===== config.mk =====
export PLATFORM = sky130hd
export DESIGN_NAME = full_adder
export DESIGN_NICKNAME = d
export VERILOG_FILES = /design/src/rtl/full_adder.sv
export SDC_FILE = /design/constraint.sdc
export NUM_CORES = 1
export LEC_CHECK = 0
export BUFFER_PORTS_ARGS = -buffer_cell sky130_fd_sc_hd__buf_4
export CAP_MARGIN = 25
export CORE_AREA = 2 2 39 41
export DETAILED_ROUTE_END_ITERATION = 8
export DIE_AREA = 0 0 41 43
export PLACE_DENSITY_LB_ADDON = 0.25
export REMOVE_ABC_BUFFERS = 1
export SLEW_MARGIN = 20
export SYNTH_ARGS = -nofsm -noshare
export SYNTH_HDL_FRONTEND = slang
export SYNTH_SLANG_ARGS = --single-unit
export TNS_END_PERCENT = 50

===== constraint.sdc =====
create_clock -name clk -period 2.4 [get_ports clk]
set_input_delay 0.36 -clock clk [delete_from_list [all_inputs] [get_ports clk]]
set_output_delay 0.36 -clock clk [all_outputs]
set_load 0.1 [all_outputs]

===== src/rtl/full_adder.sv =====
// Parameterised ripple-carry adder: S/Cout combinational; registered copy with flags one cycle later.
// No backpressure: capture is gated only by en, and valid_q marks the cycle after a capture.
module full_adder #(
    parameter int WIDTH = 1
) (
    input  logic             clk,
    input  logic             rst_n,
    input  logic [WIDTH-1:0] A,
    input  logic [WIDTH-1:0] B,
    input  logic             Cin,
    input  logic             en,
    output logic [WIDTH-1:0] S,
    output logic             Cout,
    output logic [WIDTH-1:0] S_q,
    output logic             Cout_q,
    output logic             Ovf_q,
    output logic             Zero_q,
    output logic             valid_q
);

    logic [WIDTH:0]   w_c;
    logic [WIDTH-1:0] w_s;
    logic             w_ovf;
    logic             w_zero;

    logic [WIDTH-1:0] r_s_q;
    logic             r_cout_q;
    logic             r_ovf_q;
    logic             r_zero_q;
    logic             r_valid_q;

    assign w_c[0] = Cin;

    genvar i;
    generate
        for (i = 0; i < WIDTH; i++) begin : g_bit
            assign w_s[i]   = A[i] ^ B[i] ^ w_c[i];
            assign w_c[i+1] = (A[i] & B[i]) | (w_c[i] & (A[i] ^ B[i]));
        end
    endgenerate

    // Signed overflow: carry into the MSB disagrees with carry out of it.
    assign w_ovf  = w_c[WIDTH-1] ^ w_c[WIDTH];
    assign w_zero = (w_s == '0);

    assign S    = w_s;
    assign Cout = w_c[WIDTH];

    always_ff @(posedge clk or negedge rst_n) begin
        if (!rst_n) begin
            r_s_q     <= '0;
            r_cout_q  <= 1'b0;
            r_ovf_q   <= 1'b0;
            r_zero_q  <= 1'b0;
            r_valid_q <= 1'b0;
        end else if (en) begin
            r_s_q     <= w_s;
            r_cout_q  <= w_c[WIDTH];
            r_ovf_q   <= w_ovf;
            r_zero_q  <= w_zero;
            r_valid_q <= 1'b1;
        end else begin
            r_valid_q <= 1'b0;
        end
    end

    assign S_q     = r_s_q;
    assign Cout_q  = r_cout_q;
    assign Ovf_q   = r_ovf_q;
    assign Zero_q  = r_zero_q;
    assign valid_q = r_valid_q;

endmodule


==> results of run 1 <==
-- worst max-delay path by stage --
stage	to	slack, ns	start
after floorplan	S_q	0.55	A
after global placement	S	0.72	A
after detailed placement	S	0.68	A
after CTS	S	0.68	A
after global routing	S	0.65	Cin
final	S	0.69	A
-- cells by family after synthesis --
kind of cell / Yosys count / synth area share (%)
multiplexers: 4 / 22.0
buffers and inverters: 5 / 8.48
flip-flops: 5 / 56.5
XOR/XNOR: 1 / 3.96
adder cells (fa/ha/maj): 1 / 9.04
-- worst max-delay path, delay by kind of cell --
| kind | cells | cell delay (ns) |
|---|---|---|
| buffers and inverters | 4 | 0.50 |
| adder cells (fa/ha/maj) | 1 | 0.49 |
-- metrics by stage --
step / worst slack [ns] / power (mW) / hold WS, ns / cell area, sq um
detailed placement: 0.684 / 0.293 / 0.164 / 332
global route: 0.646 / 0.407 / 0.277 / 368
finish: 0.695 / 0.387 / 0.286 / 368
global placement: 0.716 / 0.290 / 0.162 / 332
CTS: 0.684 / 0.394 / 0.279 / 368
floorplan: 0.552 / 0.250 / 0.0644 / 221
-- where the power goes --
part | switching, mW | internal (mW)
sequential | 0.00735 | 0.0974
clock | 0.0323 | 0.0627
combinational | 0.145 | 0.0427
-- flip-flops by register name (all words and copies together), names as in the netlist --
signal / cells
Ovf_q: 1
Zero_q: 1
Cout_q: 1
valid_q: 1
S_q: 1
-- cells in the final DEF (no fill, tap or decap) --
master	n
buf_4	12
dfrtp_1	5
inv_1	5
mux2_2	3
clkbuf_4	3
xnor2_1	1
mux2_4	1
fa_1	1
clkbuf_1	1
dlygate4sd3_1	1
-- area by class of cell --
| cell class | instances | area, sq um |
|---|---|---|
| tap | 16 | 20.0 |
| clock buffer | 4 | 26.3 |
| multi-input combinational | 6 | 77.6 |
| inverter | 5 | 18.8 |
| sequential | 5 | 125 |
| fill | 142 | 1020 |
| timing repair buffer | 13 | 100 |
-- metal layers --
metal	wire, microns	share of wire [%]	up-vias	GRT usage (%)
li1	-	-	82	-
met1	220	46	80	8.58
met2	187	39	15	10.3
met3	68	14	0	6.28
met4	0	0	0	4.00
met5	0	0	-	0
==> results.md, run 1 <==
* Postcts setup bufs at 0
* GR Overflow Total at 0
* IO Pins at 13
* Post-synth top area cell: dfrtp_1
* Rel. slew slack at 81.5%
* # placed instances at 44
* Worst Path Max Fanout at 2
* Cts-stage hold buffer count at 1
* Tightest Pin Transition at 0.280 ns
* H-tree depth at 1
* Critical path's largest stage delay at 0.49 ns
* Die area at 1760 sq um
* Worst EP arrival at 1.35 ns
* Starting Density at 16.0%
* Setup_tns at 0 ns
* Layout area overhead at 66.1%
* Syn Inst Count at 16
* Drt pass-1 iters at 2
* Setup Skew at 0 ns
* First-pass GRT wire length at 841 microns
* Launch point of the worst reg-to-reg path: Ovf_q
* Post-synthesis area per instance at 13.8 sq um
* Req. time, crit path at 2.04 ns
* TritonCTS Buffers at 3
* Dominant synthesized flop cell: dfrtp_1
* CTS tree: yes
* R2R Setup Slk at 1.62 ns
* Fin crit share at 71.1%
* Clock buffer depth at 2
* Status: complete, no violations
* Worst r2r path cells at 1
* Hold Path End: valid_q
* Core area at 1380 sq um
* Static Leakage at 0.191 nW
* Seq/Total Area, Yosys at 56.5%
* Cell variety after synth at 6
* Post-DRT Antenna Nets at 0
* Post-Layout Cell Count at 49
* Initial antenna violation count at 0
* RSZ-0062 raised after global routing: false
* Reg2reg end: Ovf_q
* Row cnt at 14
* Die Ht at 43 microns
* Kind of end point of the critical path: primary output
* Setup-failing EPs final at 0
* GRT Util Overall at 7.79%
* WL final at 476 microns
* # port buffers at 12
* Post-DR wirelength/cell at 9.71 microns
* Fmax at 586 MHz
* Crit-path cells: buf_4 > inv_1 > fa_1 > inv_1 > buf_4
* Area contributors post-synth: dfrtp_1 (56%), mux2_2 (15%), fa_1 (9.0%)
* Share of cells above drive strength 1 at 57.6%
* Reg clk slew, reported paths at 0.04 ns
* Drt drc at 0
* Top-area cell type share of the netlist area at 56.5%
* Largest net degree at the start of global routing at 6
* Critical path startpoint category: primary input
* Max stage delay cell, worst path: fa_1
* Worst hold start: en
* Pwr dens at 1050 nW/um^2
* Max-cap violations at 0
* Gpl congestion at 0.646
* Mapped Area at 221 sq um
* Fin util at 26.6%
* Clk_lat worst skew at 0.24 ns
* Peak supply drop at 0.328 mV
* Yosys reg bits at 5
* Fraction of registers with async set/reset at 100%
* Number of flops mapped to enable cells by yosys at 0
* Warnings, synthesis at 0
* Number of global-route vias before repair at 200
* Final Slew Violations at 0
* Fin crit period at 1.71 ns
* Root buf cell: clkbuf_4
* Hold Fails Final Rpt at 0
* Initial drt markers at 2
* Worst hold path type: in2reg
* CTS resizes at 0
* Routed vias/inst at 3.61
* Via count at 177
* Nets at 41
* Kind of critical path: in2out
* Antenna cells at 0
* Die Span X at 41 microns
* Synth cell count leaders: dfrtp_1 (5), inv_1 (5), mux2_2 (3)
* TritonCTS Sinks at 5
* Worst Hold Depth at 1
No activity file was read; power rests on OpenSTA's default activity.
==> run 2: changes to the inputs <==
==> constraint.sdc (replaced) <==
create_clock -name clk -period 1.5 [get_ports clk]
set_input_delay 0.225 -clock clk [delete_from_list [all_inputs] [get_ports clk]]
set_output_delay 0.225 -clock clk [all_outputs]
set_load 0.1 [all_outputs]
==> run 2 against run 1 <==
Against the previous run: power rose by 58%; critical path depth is the same; non-clock buffer count is the same.
==> results.md, run 2 (synthesis results as in run 1) <==
* Status: complete, no violations
* Post-DP Area at 332 sq um (unchanged)
* Drt drc at 0 (unchanged)
* Post-DRT Antenna Nets at 0 (unchanged)
* First-pass GRT wire length at 724 microns (-14%)
* Die area at 1760 sq um (unchanged)
* Comb power frac at 49.0% (+0.6 points)
* Hold Slack at 0.153 ns (-0.133 ns)
* Initial antenna violation count at 0 (unchanged)
* Rel. slew slack at 81.5% (about the same)
* Critical path launch point: A
* Layout area overhead at 66.1% (unchanged)
* Max-cap violations at 0 (unchanged)
* Largest net degree at the start of global routing at 6 (unchanged)
* Area of all placed cells without fillers at 368 sq um (unchanged)
* Kind of end point of the critical path: primary output
* Setup-failing EPs final at 0 (unchanged)
* Fin util at 26.6% (unchanged)
* Reg clk slew, reported paths at 0.04 ns (about the same)
* Internal power at 0.324 mW (+60%)
* Req. time, crit path at 1.27 ns (-0.77 ns)
* Setup Skew at 0 ns (unchanged)
* Row cnt at 14 (unchanged)
* Initial drt markers at 0 (-2)
* Number of global-route vias before repair at 185 (-7.5%)
* Root buf cell: clkbuf_4
* Pwr dens at 1660 nW/um^2 (+58%)
* Drt pass-1 iters at 1 (-1)
* Fmax at 700 MHz
* Worst hold path type: in2reg
* TritonCTS Sinks at 5 (unchanged)
* IO Pins at 13 (unchanged)
* Gpl congestion at 0.642 (-0.68%)
* Dpl hpwl at 373 microns
* Fin crit period at 1.43 ns
* Static Leakage at 0.191 nW (unchanged)
* # placed instances at 44 (unchanged)
* TritonCTS Buffers at 3 (unchanged)
* Routed vias/inst at 3.51 (-2.8%)
* Launch point of the worst reg-to-reg path: Ovf_q
* Fin crit share at 95.3%
* Commonest cells after routing, fill and taps aside: buf_4 (12), dfrtp_1 (5), inv_1 (5)
* Clk_lat worst skew at 0.23 ns (about the same)
* Post-Layout Cell Count at 49 (unchanged)
* H-tree depth at 1 (unchanged)
* Core area at 1380 sq um (unchanged)
* GR Overflow Total at 0 (unchanged)
* GRT Util Overall at 6.69% (-1.1 points)
* # port buffers at 12 (unchanged)
* Via count at 172 (-2.8%)
* Worst EP arrival at 1.20 ns (-0.15 ns)
* Leading cell type in the layout, fill and taps excluded: buf_4
* Post-DR wirelength/cell at 8.55 microns (-12%)
* Kind of critical path: in2out
* Pre-CTS WS at 0.0646 ns (-0.619 ns)
* Worst Path Max Fanout at 2 (unchanged)
* Critical path startpoint category: primary input
* Hold Fails Final Rpt at 0 (unchanged)
* Tightest Pin Transition at 0.280 ns (-0.000250 ns)
* Die Span X at 41 microns (unchanged)
* Starting Density at 16.0% (unchanged)
* WL final at 419 microns (-12%)
* Peak supply drop at 0.636 mV (+94%)
* Die Ht at 43 microns (unchanged)
* Postcts setup bufs at 0 (unchanged)
* Sequential power share at 27.2% (about the same)
* NetSw at 0.287 mW (+56%)
* Setup_tns at 0 ns (unchanged)
* Worst hold start: en
* Nets at 41 (unchanged)
* Share of cells above drive strength 1 at 57.6% (unchanged)
* Final Slew Violations at 0 (unchanged)
* Antenna cells at 0 (unchanged)
* Final worst slack at 0.0709 ns (-0.624 ns)
* Clock buffer depth at 2 (unchanged)
* Overall Power at 0.612 mW (+58%)
* RSZ-0062 raised after global routing: false
* Switch share at 47.0% (-0.62 points)
* Clock power share at 23.9% (-0.7 points)
* CTS tree: yes
## run 2: final timing paths
check                                to  slack (ns)  cells past startpoint
worst max-delay path                  S        0.07                      5
worst min-delay path            valid_q        0.15                      1
worst max register to register    Ovf_q        0.74                      1
worst min register to register   Zero_q        0.51                      1
max in group asynchronous         Ovf_q        1.07                      2
min in group asynchronous       valid_q        0.33                      2
## run 2: critical path, stage by stage
cell,delay [ns]
buf_4,0.08
inv_1,0.04
fa_1,0.49
inv_1,0.08
buf_4,0.28
## run 2: area by class of cell
type	count	area (sq um)
Timing Repair Buffer	13	100
Multi-Input combinational cell	6	77.6
Fill cell	151	1020
Tap cell	16	20.0
Clock buffer	4	26.3
Inverter	5	18.8
Sequential cell	5	125
## run 2: power groups by stage
stage	Combinational [mW]	Clock, mW	Sequential [mW]
after floorplan	0.0822	0	0.317
after global placement	0.296	0	0.167
after detailed placement	0.300	0	0.168
after CTS	0.302	0.154	0.167
after global routing	0.312	0.169	0.168
final	0.300	0.146	0.166
## run 2: routing by layer
metal / up-vias / track usage (%) / wire, microns
li1: 80 / - / -
met3: 0 / 6.28 / 70
met2: 13 / 8.44 / 150
met5: - / 0 / 0
met1: 79 / 6.95 / 199
met4: 0 / 4.00 / 0
## run 2: repair_timing
action | CTS | global route
gates resized for setup | 0 | 0
hold buffers | 1 | 0
hold endpoints to repair | 5 | 0
==> run 3: changes to the inputs <==
--- a/config.mk
+++ b/config.mk
@@ -8,6 +8,7 @@
 export BUFFER_PORTS_ARGS = -buffer_cell sky130_fd_sc_hd__buf_4
 export CAP_MARGIN = 25
 export CORE_AREA = 2 2 39 41
+export CTS_CLUSTER_SIZE = 20
 export DETAILED_ROUTE_END_ITERATION = 8
 export DIE_AREA = 0 0 41 43
 export PLACE_DENSITY_LB_ADDON = 0.25
==> constraint.sdc (replaced) <==
create_clock -name clk -period 1.5 [get_ports clk]
set_input_delay 0.225 -clock clk [delete_from_list [all_inputs] [get_ports clk]]
set_output_delay 0.225 -clock clk [all_outputs]
set_load 0.02 [all_outputs]
==> run 3 against run 2 <==
Against the previous run: sequential share of layout area unchanged; first-iteration DRC count up 1; wire length up 6.0%; combinational power down 56%; non-clock buffer count unchanged; critical endpoint unchanged; core utilization unchanged.
==> results.md, run 3 (synthesis results as in run 1) <==
* Initial antenna violation count at 0 (unchanged)
* Worst r2r path cells at 1 (unchanged)
* Row cnt at 14 (unchanged)
* Via count at 178 (+3.5%)
* Starting Density at 16.0% (unchanged)
* Kind of critical path: in2out
* Static Leakage at 0.191 nW (unchanged)
* Worst EP arrival at 1.10 ns (-0.10 ns)
* Reg clk slew, reported paths at 0.04 ns (about the same)
* Critical path launch point: A
* Routed vias/inst at 3.63 (+3.5%)
* CP top delay family: adder cells
* Reg2reg end: Ovf_q
* TritonCTS Sinks at 5 (unchanged)
* Drt drc at 0 (unchanged)
* Critical path's largest stage delay at 0.55 ns (+0.06 ns)
* Clock buffer depth at 2 (unchanged)
* Nets at 41 (unchanged)
* GR Overflow Total at 0 (unchanged)
* Post-Layout Cell Count at 49 (unchanged)
* Share of cells above drive strength 1 at 57.6% (unchanged)
* Launch point of the worst reg-to-reg path: Ovf_q
* Antenna cells at 0 (unchanged)
* Initial drt markers at 1 (+1)
* Final Slew Violations at 0 (unchanged)
* Worst Path Max Fanout at 2 (unchanged)
* Largest net degree at the start of global routing at 6 (unchanged)
* Critical path buffers and inverters at 4 (unchanged)
* Fill count at 154 (+2.0%)
* Setup-failing EPs final at 0 (unchanged)
* Fin crit period at 1.32 ns (-0.104 ns)
* Post-DR wirelength/cell at 9.06 microns (+6.0%)
* Die area at 1760 sq um (unchanged)
* Rel. slew slack at 91.3% (+9.8 points)
* Worst hold path type: in2reg
* Leading cell type in the layout, fill and taps excluded: buf_4
* Postcts setup bufs at 0 (unchanged)
* RSZ-0062 raised after global routing: false
* Stages on worst setup path at 5 (unchanged)
* Number of global-route vias before repair at 193 (+4.3%)
* WL final at 444 microns (+6.0%)
* Peak supply drop at 0.569 mV (-10%)
* TritonCTS Buffers at 3 (unchanged)
* Gpl congestion at 0.643 (+0.25%)
* GRT Util Overall at 6.58% (-0.11 points)
* Die Span X at 41 microns (unchanged)
* First-pass GRT wire length at 710 microns (-1.9%)
* IO Pins at 13 (unchanged)
* Die Ht at 43 microns (unchanged)
* R2R Setup Slk at 0.74 ns (about the same)
* H-tree depth at 1 (unchanged)
* Crit-path cells: buf_4 > inv_1 > fa_1 > inv_1 > buf_4
* # placed instances at 44 (unchanged)
* Pwr dens at 1220 nW/um^2 (-27%)
* Hold Fails Final Rpt at 0 (unchanged)
* Tightest Pin Transition at 0.130 ns (-0.149 ns)
* Layout area overhead at 66.1% (unchanged)
* Max stage delay cell, worst path: fa_1
* Setup Skew at 0 ns (unchanged)
* Req. time, crit path at 1.27 ns (about the same)
* Kind of end point of the critical path: primary output
* Setup_tns at 0 ns (unchanged)
* CTS tree: yes
* CTS resizes at 0 (unchanged)
* Status: complete, no violations
* Worst setup path endpoint: S
* Commonest cells after routing, fill and taps aside: buf_4 (12), dfrtp_1 (5), inv_1 (5)
* Fmax at 755 MHz (+7.9%)
* Cts-stage hold buffer count at 1 (unchanged)
* Max-cap violations at 0 (unchanged)
* Critical path startpoint category: primary input
* Overall Power at 0.448 mW (-27%)
* Core area at 1380 sq um (unchanged)
* Root buf cell: clkbuf_4
* Fin crit share at 88.3% (-7.0 points)
* Post-DRT Antenna Nets at 0 (unchanged)
* Drt pass-1 iters at 3 (+2)
* Clk_lat worst skew at 0.24 ns (about the same)
* # port buffers at 12 (unchanged)
## run 3: cell type report
type	instances	area [sq um]	area share, %
Inverter	5	18.8	5.10
Clock buffer	4	26.3	7.14
Tap cell	16	20.0	5.44
Multi-Input combinational cell	6	77.6	21.1
Sequential cell	5	125	34.0
Timing Repair Buffer	13	100	27.2
## run 3: routing by layer
layer | track usage (%) | part of all wire [%]
met5 | 0 | 0
met4 | 2.00 | 0
met3 | 7.85 | 19
met2 | 8.75 | 41
met1 | 6.27 | 40
## run 3: stage by stage
stage	hold slack, ns	utilization [%]	instance area, sq um	setup WS (ns)
4_1_cts	0.144	26.6	368	0.166
6_report	0.151	26.6	368	0.175
3_5_place_dp	0.0281	24.0	332	0.162
3_3_place_gp	0.0266	24.0	332	0.177
5_1_grt	0.143	26.6	368	0.135
2_1_floorplan	-0.0706	-	221	0.203
## run 3: worst min-delay path by stage
stage | startpoint | to | slack, ns | cells past startpoint
3_5_place_dp | rst_n | S_q | 0.03 | 1
2_1_floorplan | rst_n | Cout_q | -0.07 | 0
4_1_cts | en | valid_q | 0.14 | 1
3_3_place_gp | rst_n | S_q | 0.03 | 1
5_1_grt | en | valid_q | 0.14 | 1
6_report | en | valid_q | 0.15 | 1
## run 3: power breakdown
| group | leakage [nW] | switching (mW) | internal (mW) |
|---|---|---|---|
| Clock | 0.0150 | 0.0490 | 0.100 |
| Sequential | 0.0584 | 0.0103 | 0.156 |
| Combinational | 0.118 | 0.0649 | 0.0673 |
